### src/rtl/encoder_pulse_gen_pkg.sv
// Shared types and constants for the encoder pulse generator.
// Quadrature positions follow the Gray sequence 00 -> 10 -> 11 -> 01 (A,B) in the forward direction.
package enc_pkg;
    localparam int SPEED_W        = 7;
    localparam int WINDOW_DEFAULT = 60000;
    localparam int CNT_W_DEFAULT  = 17;

    localparam logic [1:0] Q0 = 2'b00;
    localparam logic [1:0] Q1 = 2'b10;
    localparam logic [1:0] Q2 = 2'b11;
    localparam logic [1:0] Q3 = 2'b01;

    typedef enum logic {
        IDLE = 1'b0,
        RUN  = 1'b1
    } state_e;

    function automatic logic [1:0] quad_next(input logic [1:0] q, input logic dir);
        logic [1:0] n;
        n = Q0;
        if (!dir) begin
            case (q)
                Q0:      n = Q1;
                Q1:      n = Q2;
                Q2:      n = Q3;
                default: n = Q0;
            endcase
        end else begin
            case (q)
                Q0:      n = Q3;
                Q3:      n = Q2;
                Q2:      n = Q1;
                default: n = Q0;
            endcase
        end
        return n;
    endfunction
endpackage

### src/rtl/encoder_pulse_gen_if.sv
// Speed command handshake: {speed, dir} offered with valid, accepted when ready.
interface encoder_pulse_gen_if;
    import enc_pkg::*;

    logic [SPEED_W-1:0] cmd_speed;
    logic               cmd_dir;
    logic               cmd_valid;
    logic               cmd_ready;

    modport master (output cmd_speed, output cmd_dir, output cmd_valid, input  cmd_ready);
    modport slave  (input  cmd_speed, input  cmd_dir, input  cmd_valid, output cmd_ready);
endinterface

### src/rtl/encoder_pulse_gen_quad_stepper.sv
// Step-driven output stage: a toggle flop plus a 2-bit Gray quadrature state.
module quad_stepper
    import enc_pkg::*;
(
    input  logic clk,
    input  logic reset_n,
    input  logic step,
    input  logic dir,
    output logic pulse,
    output logic quad_a,
    output logic quad_b
);
    logic [1:0] quad_q, quad_d;
    logic       pulse_q, pulse_d;

    always_comb begin
        quad_d  = quad_q;
        pulse_d = pulse_q;
        if (step) begin
            quad_d  = quad_next(quad_q, dir);
            pulse_d = ~pulse_q;
        end
    end

    always_ff @(posedge clk or negedge reset_n) begin
        if (!reset_n) begin
            quad_q  <= Q0;
            pulse_q <= 1'b0;
        end else begin
            quad_q  <= quad_d;
            pulse_q <= pulse_d;
        end
    end

    assign pulse  = pulse_q;
    assign quad_a = quad_q[1];
    assign quad_b = quad_q[0];
endmodule

### src/rtl/encoder_pulse_gen.sv
// Speed-to-pulse generator: emits active_speed evenly spaced steps per WINDOW-cycle window.
// state | meaning
// IDLE  | counters held at 0, outputs hold their levels; enable high loads any pending command
// RUN   | window counter and step accumulator advance every cycle while enable is high
module encoder_pulse_gen
    import enc_pkg::*;
#(
    parameter int WINDOW = WINDOW_DEFAULT,
    parameter int CNT_W  = CNT_W_DEFAULT
) (
    input  logic               clk,
    input  logic               reset_n,
    input  logic               enable,
    encoder_pulse_gen_if.slave cmd,
    output logic               pulse,
    output logic               quad_a,
    output logic               quad_b,
    output logic               window_tick,
    output logic [SPEED_W-1:0] active_speed
);
    localparam logic [CNT_W-1:0] WIN_C  = CNT_W'(WINDOW);
    localparam logic [CNT_W-1:0] LAST_C = CNT_W'(WINDOW - 1);

    state_e             state_q, state_d;
    logic [CNT_W-1:0]   win_cnt_q, win_cnt_d;
    logic [CNT_W-1:0]   acc_q, acc_d;
    logic [CNT_W-1:0]   sum;
    logic               tick_q, tick_d;
    logic [SPEED_W-1:0] act_speed_q, act_speed_d;
    logic               act_dir_q, act_dir_d;
    logic               pend_full_q, pend_full_d;
    logic [SPEED_W-1:0] pend_speed_q, pend_speed_d;
    logic               pend_dir_q, pend_dir_d;
    logic               run_go, wrap, boundary, step, xfer;

    always_ff @(posedge clk or negedge reset_n) begin
        if (!reset_n) state_q <= IDLE;
        else          state_q <= state_d;
    end

    always_comb begin
        state_d = state_q;
        case (state_q)
            IDLE:    if (enable)  state_d = RUN;
            RUN:     if (!enable) state_d = IDLE;
            default: state_d = IDLE;
        endcase
    end

    // Step spacing: accumulate speed each cycle and step whenever the sum crosses WINDOW.
    always_comb begin
        run_go    = (state_q == RUN) && enable;
        wrap      = run_go && (win_cnt_q == LAST_C);
        boundary  = ((state_q == IDLE) && enable) || wrap;
        sum       = acc_q + CNT_W'(act_speed_q);
        step      = run_go && (sum >= WIN_C);
        win_cnt_d = '0;
        acc_d     = '0;
        if (run_go && !wrap) begin
            win_cnt_d = win_cnt_q + 1'b1;
            acc_d     = step ? (sum - WIN_C) : sum;
        end
        tick_d = (state_d == RUN) && (win_cnt_d == LAST_C);
    end

    // A command arriving on a boundary bypasses the slot so the ready flag never drops.
    always_comb begin
        xfer         = cmd.cmd_valid && !pend_full_q;
        act_speed_d  = act_speed_q;
        act_dir_d    = act_dir_q;
        pend_full_d  = pend_full_q;
        pend_speed_d = pend_speed_q;
        pend_dir_d   = pend_dir_q;
        if (boundary) begin
            if (xfer) begin
                act_speed_d = cmd.cmd_speed;
                act_dir_d   = cmd.cmd_dir;
            end else if (pend_full_q) begin
                act_speed_d = pend_speed_q;
                act_dir_d   = pend_dir_q;
                pend_full_d = 1'b0;
            end
        end else if (xfer) begin
            pend_speed_d = cmd.cmd_speed;
            pend_dir_d   = cmd.cmd_dir;
            pend_full_d  = 1'b1;
        end
    end

    always_ff @(posedge clk or negedge reset_n) begin
        if (!reset_n) begin
            win_cnt_q    <= '0;
            acc_q        <= '0;
            tick_q       <= 1'b0;
            act_speed_q  <= '0;
            act_dir_q    <= 1'b0;
            pend_full_q  <= 1'b0;
            pend_speed_q <= '0;
            pend_dir_q   <= 1'b0;
        end else begin
            win_cnt_q    <= win_cnt_d;
            acc_q        <= acc_d;
            tick_q       <= tick_d;
            act_speed_q  <= act_speed_d;
            act_dir_q    <= act_dir_d;
            pend_full_q  <= pend_full_d;
            pend_speed_q <= pend_speed_d;
            pend_dir_q   <= pend_dir_d;
        end
    end

    quad_stepper u_stepper (
        .clk     (clk),
        .reset_n (reset_n),
        .step    (step),
        .dir     (act_dir_q),
        .pulse   (pulse),
        .quad_a  (quad_a),
        .quad_b  (quad_b)
    );

    assign cmd.cmd_ready = ~pend_full_q;
    assign window_tick   = tick_q;
    assign active_speed  = act_speed_q;
endmodule

### src/flat_wrapper.sv
// flat-port wrapper written by rule: the top's interface ports become plain ports
module encoder_pulse_gen_flat import enc_pkg::*;
#(
    parameter int WINDOW = WINDOW_DEFAULT,
    parameter int CNT_W  = CNT_W_DEFAULT
)
  (clk, reset_n, enable, pulse, quad_a, quad_b, window_tick, active_speed, cmd_cmd_speed, cmd_cmd_dir, cmd_cmd_valid, cmd_cmd_ready);
  encoder_pulse_gen_if cmd_i ();
  input  logic clk;
  input  logic reset_n;
  input  logic enable;
  output logic pulse;
  output logic quad_a;
  output logic quad_b;
  output logic window_tick;
  output logic [SPEED_W-1:0] active_speed;
  input wire logic [$bits(cmd_i.cmd_speed)-1:0] cmd_cmd_speed;
  input wire logic [$bits(cmd_i.cmd_dir)-1:0] cmd_cmd_dir;
  input wire logic [$bits(cmd_i.cmd_valid)-1:0] cmd_cmd_valid;
  output wire logic [$bits(cmd_i.cmd_ready)-1:0] cmd_cmd_ready;
  assign cmd_i.cmd_speed = cmd_cmd_speed;
  assign cmd_i.cmd_dir = cmd_cmd_dir;
  assign cmd_i.cmd_valid = cmd_cmd_valid;
  assign cmd_cmd_ready = cmd_i.cmd_ready;
  encoder_pulse_gen #(.WINDOW(WINDOW), .CNT_W(CNT_W)) u_core (.clk(clk), .reset_n(reset_n), .enable(enable), .cmd(cmd_i), .pulse(pulse), .quad_a(quad_a), .quad_b(quad_b), .window_tick(window_tick), .active_speed(active_speed));
endmodule
### config.mk
export PLATFORM = sky130hd
export DESIGN_NAME = encoder_pulse_gen_flat
export DESIGN_NICKNAME = d
export VERILOG_FILES = /design/src/rtl/encoder_pulse_gen_pkg.sv /design/src/rtl/encoder_pulse_gen_if.sv /design/src/rtl/encoder_pulse_gen_quad_stepper.sv /design/src/rtl/encoder_pulse_gen.sv /design/src/flat_wrapper.sv
export SDC_FILE = /design/constraint.sdc
export NUM_CORES = 1
export LEC_CHECK = 0
export BUFFER_PORTS_ARGS = -buffer_cell sky130_fd_sc_hd__clkbuf_2
export CORE_MARGIN = 4
export CORE_UTILIZATION = 39
export CTS_CLUSTER_SIZE = 20
export DETAILED_ROUTE_END_ITERATION = 7
export GPL_ROUTABILITY_DRIVEN = 0
export PLACE_DENSITY = 0.63
export SLEW_MARGIN = 20
export SYNTH_ARGS = -nofsm -noshare
export SYNTH_HDL_FRONTEND = slang
export SYNTH_SLANG_ARGS = --single-unit
### constraint.sdc
create_clock -name clk -period 5.9 [get_ports clk]
set_input_delay 0.295 -clock clk [delete_from_list [all_inputs] [get_ports clk]]
set_output_delay 0.295 -clock clk [all_outputs]
set_load 0.02 [all_outputs]
==> impl_metrics.env, run 1 <==
export IMPL_r2r_slack_ns=1.55
export IMPL_finalSetupViolCount=0
export IMPL_status="finished, final reports clean"
export IMPL_multiInputGateArea_um2=1840
export IMPL_drv_slew=0
export IMPL_crit_path_top_delay_cell="a211oi_4"
export IMPL_dp_hpwl_um=4840
export IMPL_p_leak_nw=1.56
export IMPL_cts_tree="yes"
export IMPL_start_util_pct=40.4
export IMPL_drtAntennaViolNets=0
export IMPL_grt_pass1_wl_um=11800
export IMPL_ys_types=55
export IMPL_clkSinkCount=56
export IMPL_synth_area_um2=3350
export IMPL_hold_slack_ns=0.100
export IMPL_clkTransAtPathRegs_ns=0.10
export IMPL_max_stage_delay_ns=0.63
export IMPL_overflow=0
export IMPL_final_hold_viol_count=0
export IMPL_cp_startpoint="u_core.active_speed[0]$_DFFE_PN0P_"
export IMPL_syn_instance_count=359
export IMPL_vias=2526
export IMPL_numPortBuffers=23
export IMPL_cts_resized=0
export IMPL_r2r_cells=14
export IMPL_path_buf_inv=0
export IMPL_synth_nets=382
export IMPL_layout_nets=399
export IMPL_ff_latch_area_um2=1400
export IMPL_drc=0
export IMPL_rows=33
export IMPL_numCtsBuffers=5
export IMPL_rsz0062_at_grt="no"
export IMPL_antenna_found_initial=0
export IMPL_ys_seq_area_share_pct=41.8
export IMPL_avgRoutedWirePerCell_um=13.9
export IMPL_crit_cells=14
export IMPL_setup_worst_path_end="u_core.acc_q[8]$_DFF_PN0_"
export IMPL_min_period_ns=4.35
export IMPL_power_clock_fraction_pct=16.4
export IMPL_cp_top_family="compound AO/OA/AOI/OAI gates"
export IMPL_clockBufferDepth=2
export IMPL_tightest_slew_ns=0.942
export IMPL_die_x_um=101
export IMPL_ys_top_cells_by_area="dfrtp_1, nor2_1, xor2_1, xnor2_1, ha_1"
export IMPL_finClkSkew_ns=0.00814
export IMPL_crit_required_ns=6.13
export IMPL_num_io_pins=24
export IMPL_ys_flop_type="dfrtp_1"
export IMPL_switching_power_w=0.000546
export IMPL_critPathCaptureType="flop"
export IMPL_drt_initial_drc_count=119
export IMPL_switching_share_pct=41.2
export IMPL_sequentialPowerShare_pct=38.0
export IMPL_crit_chain="ha_1, fa_1, a21o_1, a221o_2, xor2_1, ha_1, a211oi_1, o2111ai_1, a311oi_2, o31ai_2, a211oi_4, a211oi_1, o21a_1, nor3_1"
export IMPL_grt_total_usage_pct=14.1
export IMPL_hp_class="primary input to asynchronous set/reset pin"
export IMPL_cts_setup_buffers=0
export IMPL_p_per_area_nw_per_um2=364
export IMPL_drtPass1Iterations=4
export IMPL_wl_um=6710
export IMPL_regToRegStartpoint="u_core.active_speed[0]$_DFFE_PN0P_"
export IMPL_htree_levels=2
export IMPL_fmax_ghz=0.230
export IMPL_root_buffer="clkbuf_8"
export IMPL_core_um2=8300
export IMPL_vias_per_cell=5.24
export IMPL_yosys_warnings=0
export IMPL_die_y_um=101
export IMPL_fin_tns_setup_ns=0
export IMPL_ir_drop_v=0.000197
export IMPL_ys_ff_latch=56
export IMPL_num_antenna_cells=0
export IMPL_drive_above_1_share_pct=13.5
export IMPL_worstSetupPathType="flop to flop"
export IMPL_ctsHoldBuffers=0
export IMPL_yosysTopAreaCell="dfrtp_1"
export IMPL_synth_top_area_share_pct=41.8
export IMPL_clk_latency_ns=0.31
export IMPL_grt_max_degree=57
export IMPL_timing_final_crit_share_pct=73.8
export IMPL_relSlewSlack_pct=36.9
export IMPL_pwr_share_comb_pct=45.6
export IMPL_area_delta_synth_final_pct=8.43
export IMPL_arrival_ns=4.58
export IMPL_cp_start_kind="flop"
export IMPL_synth_edf_count=0
export IMPL_rr_endpoint="u_core.acc_q[8]$_DFF_PN0_"
export IMPL_avgSynthCellArea_um2=9.34
export IMPL_first_global_vias=2532
export IMPL_synth_async_reset_ratio_pct=100
export IMPL_fill_cells=812
export IMPL_worstPathMaxFanout=16
export IMPL_dieArea_um2=10100
export IMPL_p_int_w=0.000778
export IMPL_drv_cap=0
==> worst min path at each step <==
stage	start	endpoint	slack, ns	cells after the start
floorplan	reset_n	u_core.acc_q[0]$_DFF_PN0_	-0.0006	0
global placement	u_core.u_stepper.pulse$_DFFE_PN0N_	u_core.u_stepper.pulse$_DFFE_PN0N_	0.46	1
detailed placement	u_core.u_stepper.pulse$_DFFE_PN0N_	u_core.u_stepper.pulse$_DFFE_PN0N_	0.47	1
CTS	enable	u_core.state_q$_DFF_PN0_	0.13	1
global route	enable	u_core.state_q$_DFF_PN0_	0.14	1
finish	reset_n	u_core.acc_q[8]$_DFF_PN0_	0.10	2
==> cell usage after synthesis (2+ instances only) <==
cell,number
a21o_1,5
o21bai_1,2
nor2_1,53
nand3_1,16
xnor2_1,17
a211oi_1,6
nor4_1,2
inv_1,12
and3_1,7
nor2b_1,2
mux2i_1,8
nand4_1,7
buf_2,4
dfrtp_1,56
ha_1,10
nor3_1,21
nand2b_1,2
nand2_1,19
and2_1,4
xor2_1,19
a21oi_1,24
or3_1,3
o21ai_0,9
nor4b_1,2
clkbuf_1,8
mux2_2,9
buf_1,2
o21a_1,3
==> metrics by stage <==
stage / utilization [%] / area [um2] / total power [W] / setup slack, ns / std cells
after floorplan: - / 3350 / 0.000976 / 2.06 / 359
after CTS: 43.8 / 3640 / 0.00134 / 1.55 / 482
after global routing: 43.8 / 3640 / 0.00144 / 1.22 / 482
after detailed placement: 42.7 / 3550 / 0.00111 / 1.57 / 474
after global placement: 42.7 / 3550 / 0.00110 / 1.71 / 474
final: 43.8 / 3640 / 0.00132 / 1.55 / 482
==> sequential cells by signal, summed over array words and instances (netlist names) <==
name                     count
u_core.state_q               1
u_core.acc_q                17
u_core.pend_speed_q          7
u_core.window_tick           1
u_core.pend_dir_q            1
u_core.win_cnt_q            17
u_core.u_stepper.quad_q      2
u_core.pend_full_q           1
u_core.u_stepper.pulse       1
u_core.active_speed          7
u_core.act_dir_q             1
==> routing by layer <==
metal,share of wire [%],track usage [%],vias up
met5,0,0,-
met4,0.66,3.63,0
met3,3.0,2.70,4
met2,46,21.7,35
met1,50,20.3,1177
li1,-,-,1310
==> kinds of logic (layout without fill, tap and decap cells) <==
kind of cell             after synthesis  after routing  share of synthesized area (%)
adder cells (fa/ha/maj)               11             11                           4.33
AND/OR/NAND/NOR                      145            145                           21.3
XOR/XNOR                              36             36                           9.40
multiplexers                          17             17                           5.41
buffers and inverters                 27             45                           3.39
AO/OA/AOI/OAI                         67             67                           14.4
flip-flops                            56             56                           41.8
==> layout make-up <==
class,count,area share [%]
clock buffer,6,2.00
clock inverter,2,0.482
inverter,12,1.24
multi-input combinational,276,50.6
tap,105,3.61
timing repair buffer,25,3.58
sequential,56,38.5
==> power by group through the flow <==
stage | Clock [W] | Sequential [W] | Combinational [W]
2_1_floorplan | 0 | 0.000519 | 0.000457
3_3_place_gp | 0 | 0.000508 | 0.000593
3_5_place_dp | 0 | 0.000512 | 0.000599
4_1_cts | 0.000229 | 0.000504 | 0.000604
5_1_grt | 0.000242 | 0.000513 | 0.000681
6_report | 0.000217 | 0.000503 | 0.000603
==> placed cells by master (no fill, tap or decap), types with 10 or more instances in the layout <==
cell and count:
ha_1 10, nand3_1 16, inv_1 12, nor2_1 53, dfrtp_1 56, nand2_1 19
a21oi_1 24, xor2_1 19, xnor2_1 17, nor3_1 21, clkbuf_2 23
Power figures use the tool's default switching activity.
==> inputs of run 2 (changes only) <==
--- a/config.mk
+++ b/config.mk
@@ -11,7 +11,7 @@
 export CTS_CLUSTER_SIZE = 20
 export DETAILED_ROUTE_END_ITERATION = 7
 export GPL_ROUTABILITY_DRIVEN = 0
-export PLACE_DENSITY = 0.63
+export PLACE_DENSITY = 0.65
 export SLEW_MARGIN = 20
 export SYNTH_ARGS = -nofsm -noshare
 export SYNTH_HDL_FRONTEND = slang
==> constraint.sdc (replaced) <==
create_clock -name clk -period 4 [get_ports clk]
set_input_delay 0.2 -clock clk [delete_from_list [all_inputs] [get_ports clk]]
set_output_delay 0.2 -clock clk [all_outputs]
set_load 0.02 [all_outputs]
==> impl_metrics.env, run 2 (same netlist as run 1, synthesis figures left out) <==
export IMPL_cp_start_kind="flop"
export IMPL_routed_top_layer="met4"
export IMPL_finClkSkew_ns=0.00802
export IMPL_num_io_pins=24
export IMPL_wl_um=6830
export IMPL_drtAntennaViolNets=0
export IMPL_reg_largest_list="u_core.acc_q: 17 flops, u_core.win_cnt_q: 17 flops"
export IMPL_clkTransAtPathRegs_ns=0.11
export IMPL_crit_path_top_delay_cell="dfrtp_1"
export IMPL_grt_max_degree=36
export IMPL_dpl_instance_area_um2=3610
export IMPL_drv_slew=0
export IMPL_r2r_slack_ns=0.20
export IMPL_final_hold_viol_count=0
export IMPL_vias=2665
export IMPL_worstSetupPathType="flop to flop"
export IMPL_whs_endpoint="u_core.state_q$_DFF_PN0_"
export IMPL_postLayoutCoreUtil_pct=45.6
export IMPL_p_leak_nw=1.63
export IMPL_clk_latency_ns=0.31
export IMPL_critPathCaptureType="flop"
export IMPL_r2r_cells=16
export IMPL_avgRoutedWirePerCell_um=13.7
export IMPL_met2_length_um=3130
export IMPL_dp_cells=483
export IMPL_tightest_slew_ns=0.910
export IMPL_first_global_vias=2544
export IMPL_drtPass1Iterations=5
export IMPL_p_per_area_nw_per_um2=534
export IMPL_cp_startpoint="u_core.active_speed[0]$_DFFE_PN0P_"
export IMPL_layout_nets=415
export IMPL_numCtsBuffers=5
export IMPL_layout_common_cells="dfrtp_1, nor2_1, a21oi_1"
export IMPL_max_stage_delay_ns=0.40
export IMPL_area_delta_synth_final_pct=12.7
export IMPL_setup_slack_ns=0.203
export IMPL_dp_hpwl_um=5010
export IMPL_rows=33
export IMPL_hold_path_startpoint="enable"
export IMPL_crit_required_ns=4.25
export IMPL_overflow=0
export IMPL_antenna_found_initial=0
export IMPL_met1_length_um=3360
export IMPL_stdcell_area_um2=3780
export IMPL_relSlewSlack_pct=39.1
export IMPL_fmax_ghz=0.263
export IMPL_hp_class="primary input to flop"
export IMPL_rr_endpoint="u_core.acc_q[8]$_DFF_PN0_"
export IMPL_timing_final_crit_share_pct=94.9
export IMPL_drv_cap=0
export IMPL_path_buf_inv=2
export IMPL_final_common_cell="dfrtp_1"
export IMPL_wl_met3_um=244
export IMPL_worstPathMaxFanout=5
export IMPL_grt_total_usage_pct=14.4
export IMPL_root_buffer="clkbuf_8"
export IMPL_clkSinkCount=56
export IMPL_die_x_um=101
export IMPL_start_util_pct=40.4
export IMPL_min_period_ns=3.80
export IMPL_core_um2=8300
export IMPL_hold_depth=1
export IMPL_crit_chain="ha_1, fa_2, a21o_1, a221o_2, xor2_1, ha_2, buf_4, nor3_1, a21oi_1, a311oi_2, o31ai_4, a211oi_4, buf_4, a211oi_1, o21a_1, nor3_2"
export IMPL_status="finished, final reports clean"
export IMPL_power_w=0.00202
export IMPL_finalSetupViolCount=0
export IMPL_grt_pass1_wl_um=11800
export IMPL_path_common_cell="buf_4"
export IMPL_arrival_ns=4.04
export IMPL_regToRegStartpoint="u_core.active_speed[0]$_DFFE_PN0P_"
export IMPL_vias_per_cell=5.35
export IMPL_ir_drop_v=0.000276
export IMPL_cp_top_family="compound AO/OA/AOI/OAI gates"
export IMPL_place_ws_ns=0.0701
export IMPL_dieArea_um2=10100
export IMPL_drive_above_1_share_pct=17.8
export IMPL_drt_initial_drc_count=137
export IMPL_numPortBuffers=23
export IMPL_cts_tree="yes"
export IMPL_htree_levels=2
export IMPL_die_y_um=101
export IMPL_drc=0
export IMPL_fin_cells=498
export IMPL_clockBufferDepth=2
export IMPL_num_antenna_cells=0
-- run 2: cell count changes in the layout (fill, tap and decap cells not counted) --
cell,delta
clkinv_4,+1
buf_4,+15
clkbuf_1,-1
nor3_1,-1
ha_2,+1
nor3_2,+1
ha_1,-1
fa_2,+1
inv_6,-2
dlygate4sd3_1,+1
o31ai_4,+1
fa_1,-1
o31ai_2,-1
clkinvlp_4,+2
-- run 2: routing by layer --
metal / GRT usage [%] / up-vias
li1: - / 1340
met1: 19.9 / 1262
met2: 22.8 / 55
met3: 2.70 / 8
met4: 4.77 / 0
met5: 0 / -
-- run 2: timing repair --
item / in CTS / in global routing
buffers inserted: 0 / 6
endpoints found under the hold margin: 21 / 0
hold buffers: 1 / 0
setup endpoints to repair: 0 / 10
resized for setup: 0 / 4
-- run 2: power breakdown --
group          internal, W  total, W  switching (W)
clock             0.000125  0.000320       0.000196
combinational     0.000411  0.000958       0.000547
sequential        0.000666  0.000743      0.0000766
total              0.00120   0.00202       0.000819
-- run 2: final cells by class --
class                           count  area (um2)
Clock buffer                        5        68.8
Clock inverter                      3        23.8
Fill cell                         780        4520
Inverter                           12        45.0
Multi-Input combinational cell    276        1860
Sequential cell                    56        1400
Tap cell                          105         131
Timing Repair Buffer               41         253
-- run 2: per-stage QoR --
step	hold WS (ns)	setup TNS (ns)
after floorplan	-0.0956	0
after global placement	0.232	0
after detailed placement	0.228	0
after CTS	0.0584	0
after global routing	0.0604	-0.0560
final	0.0681	0
-- run 2: worst max path at each step --
stage | to | slack, ns | depth (start not counted)
2_1_floorplan | u_core.acc_q[10]$_DFF_PN0_ | 0.16 | 15
3_3_place_gp | u_core.acc_q[7]$_DFF_PN0_ | 0.16 | 15
3_5_place_dp | u_core.acc_q[7]$_DFF_PN0_ | 0.07 | 15
4_1_cts | u_core.acc_q[7]$_DFF_PN0_ | 0.02 | 15
5_1_grt | u_core.acc_q[7]$_DFF_PN0_ | -0.02 | 16
6_report | u_core.acc_q[8]$_DFF_PN0_ | 0.20 | 16
==> inputs of run 3 (changes only) <==
--- a/config.mk
+++ b/config.mk
@@ -6,6 +6,7 @@
 export NUM_CORES = 1
 export LEC_CHECK = 0
 export BUFFER_PORTS_ARGS = -buffer_cell sky130_fd_sc_hd__clkbuf_2
+export CORE_ASPECT_RATIO = 1.25
 export CORE_MARGIN = 4
 export CORE_UTILIZATION = 39
 export CTS_CLUSTER_SIZE = 20
==> constraint.sdc (replaced) <==
create_clock -name clk -period 3.1 [get_ports clk]
set_input_delay 0.155 -clock clk [delete_from_list [all_inputs] [get_ports clk]]
set_output_delay 0.155 -clock clk [all_outputs]
set_load 0.02 [all_outputs]
==> impl_metrics.env, run 3 (same netlist as run 1, synthesis figures left out) <==
export IMPL_clockBufferDepth=2
export IMPL_die_x_um=91.0
export IMPL_drc=0
export IMPL_num_antenna_cells=0
export IMPL_critPathCaptureType="flop"
export IMPL_worstPathMaxFanout=4
export IMPL_start_util_pct=40.3
export IMPL_area_delta_synth_final_pct=26.9
export IMPL_grt_max_degree=25
export IMPL_finalSetupViolCount=14
export IMPL_min_period_ns=3.58
export IMPL_regToRegStartpoint="u_core.active_speed[0]$_DFFE_PN0P_"
export IMPL_r2r_slack_ns=-0.48
export IMPL_status="finished, violations left"
export IMPL_num_io_pins=24
export IMPL_first_global_vias=3022
export IMPL_whs_endpoint="u_core.pend_speed_q[6]$_DFFE_PN0P_"
export IMPL_rsz0062_at_grt="yes"
export IMPL_setup_slack_ns=-0.476
export IMPL_hp_class="primary input to flop"
export IMPL_rows=37
export IMPL_clk_latency_ns=0.32
export IMPL_overflow=0
export IMPL_final_common_cell="buf_4"
export IMPL_relSlewSlack_pct=61.6
export IMPL_htree_levels=2
export IMPL_numCtsBuffers=5
export IMPL_cp_start_kind="flop"
export IMPL_drt_initial_drc_count=106
export IMPL_vias_per_cell=5.32
export IMPL_tightest_slew_ns=0.576
export IMPL_p_per_area_nw_per_um2=745
export IMPL_layout_nets=470
export IMPL_arrival_ns=3.81
export IMPL_drtPass1Iterations=4
export IMPL_drtAntennaViolNets=0
export IMPL_crit_required_ns=3.34
export IMPL_clkTransAtPathRegs_ns=0.09
export IMPL_failed_checks="setup timing"
export IMPL_numPortBuffers=23
export IMPL_worstSetupPathType="flop to flop"
export IMPL_hold_path_startpoint="cmd_cmd_speed[6]"
export IMPL_avgRoutedWirePerCell_um=14.2
export IMPL_hold_depth=2
export IMPL_final_hold_viol_count=0
export IMPL_layout_common_cells="buf_4, dfrtp_1, nor2_1"
export IMPL_grt_pass1_wl_um=13700
export IMPL_drv_cap=0
export IMPL_die_y_um=112
export IMPL_cts_tree="yes"
export IMPL_power_w=0.00317
export IMPL_ir_drop_v=0.000542
export IMPL_p_leak_nw=1.92
export IMPL_drv_slew=0
export IMPL_fill_cells=755
export IMPL_wl_um=7740
export IMPL_r2r_cells=15
export IMPL_clkSinkCount=56
export IMPL_grt_total_usage_pct=16.3
export IMPL_timing_final_crit_share_pct=115
export IMPL_rr_endpoint="u_core.acc_q[8]$_DFF_PN0_"
export IMPL_drive_above_1_share_pct=29.7
export IMPL_fmax_ghz=0.280
export IMPL_root_buffer="clkbuf_8"
export IMPL_hold_slack_ns=0.0842
export IMPL_core_um2=8330
export IMPL_dp_hpwl_um=5800
export IMPL_finClkSkew_ns=0.0104
export IMPL_reg_largest_list="u_core.acc_q: 17 flops, u_core.win_cnt_q: 17 flops"
export IMPL_dieArea_um2=10200
export IMPL_vias=2897
export IMPL_antenna_found_initial=0
==> run 3: cell count changes in the layout (fill, tap and decap cells not counted), moves of 2 or more <==
cell      change
o21ai_1       +3
a211oi_2      +2
a211oi_1      -2
buf_6         +6
o21ai_0       -3
buf_4        +48
==> run 3: repair_timing <==
action / CTS / global route
pin swaps: 9 / 4
buffers inserted: 6 / 1
gates resized for setup: 14 / 1
endpoints found under the hold margin: 23 / 0
gates cloned: 1 / 0
hold buffers: 2 / 0
setup endpoints to repair: 14 / 15
==> run 3: layer usage <==
layer  routed length [um]  part of all wire, %  track usage, %  up-vias
met5                    0                    0               0        -
met4                  157                  2.0            6.94        0
met3                  244                  3.2            2.57       13
met2                 4010                   52            28.9       47
met1                 3340                   43            19.3     1392
li1                     -                    -               -     1445
==> run 3: final cells by class <==
type                       instances  area (um2)  share of cell area, %
multi-input combinational        276        1900                   44.6
timing repair buffer              96         691                   16.2
clock buffer                       6        82.6                   1.94
tap                               97         121                   2.85
sequential                        56        1400                   33.0
inverter                          12        45.0                   1.06
clock inverter                     2        15.0                  0.353
==> run 3: where the power goes <==
group | leakage [nW] | internal (W) | switching, W
logic | 1.14 | 0.000925 | 0.000874
registers | 0.731 | 0.000861 | 0.0000811
clock network | 0.0434 | 0.000181 | 0.000248
total | 1.92 | 0.00197 | 0.00120
==> run 3: worst max-delay path by stage <==
stage,slack [ns],to,startpoint
final,-0.48,u_core.acc_q[8]$_DFF_PN0_,u_core.active_speed[0]$_DFFE_PN0P_
after CTS,-0.49,u_core.acc_q[8]$_DFF_PN0_,u_core.active_speed[0]$_DFFE_PN0P_
after global placement,-0.39,u_core.acc_q[5]$_DFF_PN0_,u_core.active_speed[0]$_DFFE_PN0P_
after global routing,-0.72,u_core.acc_q[8]$_DFF_PN0_,u_core.active_speed[0]$_DFFE_PN0P_
after detailed placement,-0.49,u_core.acc_q[8]$_DFF_PN0_,u_core.active_speed[0]$_DFFE_PN0P_
after floorplan,-0.56,u_core.acc_q[10]$_DFF_PN0_,u_core.active_speed[0]$_DFFE_PN0P_
==> run 3: worst max-delay path, stage by stage (launching register included) <==
cell and delay, ns:
dfrtp_2 0.43, ha_4 0.17, fa_2 0.34, a21o_1 0.18
a221o_2 0.36, xor2_2 0.16, ha_2 0.21, a211oi_2 0.19
o2111ai_1 0.14, a311oi_2 0.34, o31ai_2 0.15, a211oi_4 0.29
buf_6 0.15, o311a_1 0.18, nor3_1 0.05, nor3_1 0.16
==> run 3: per-stage QoR <==
stage                     cell area (um2)  cells  util [%]  setup TNS (ns)  setup WS (ns)
after floorplan                      3390    359         -           -5.94         -0.561
after global placement               4030    527      48.4           -3.73         -0.387
after detailed placement             4030    527      48.4           -5.27         -0.487
after CTS                            4240    544      50.9           -5.31         -0.491
after global routing                 4260    545      51.1           -8.19         -0.718
final                                4260    545      51.1           -5.22         -0.476
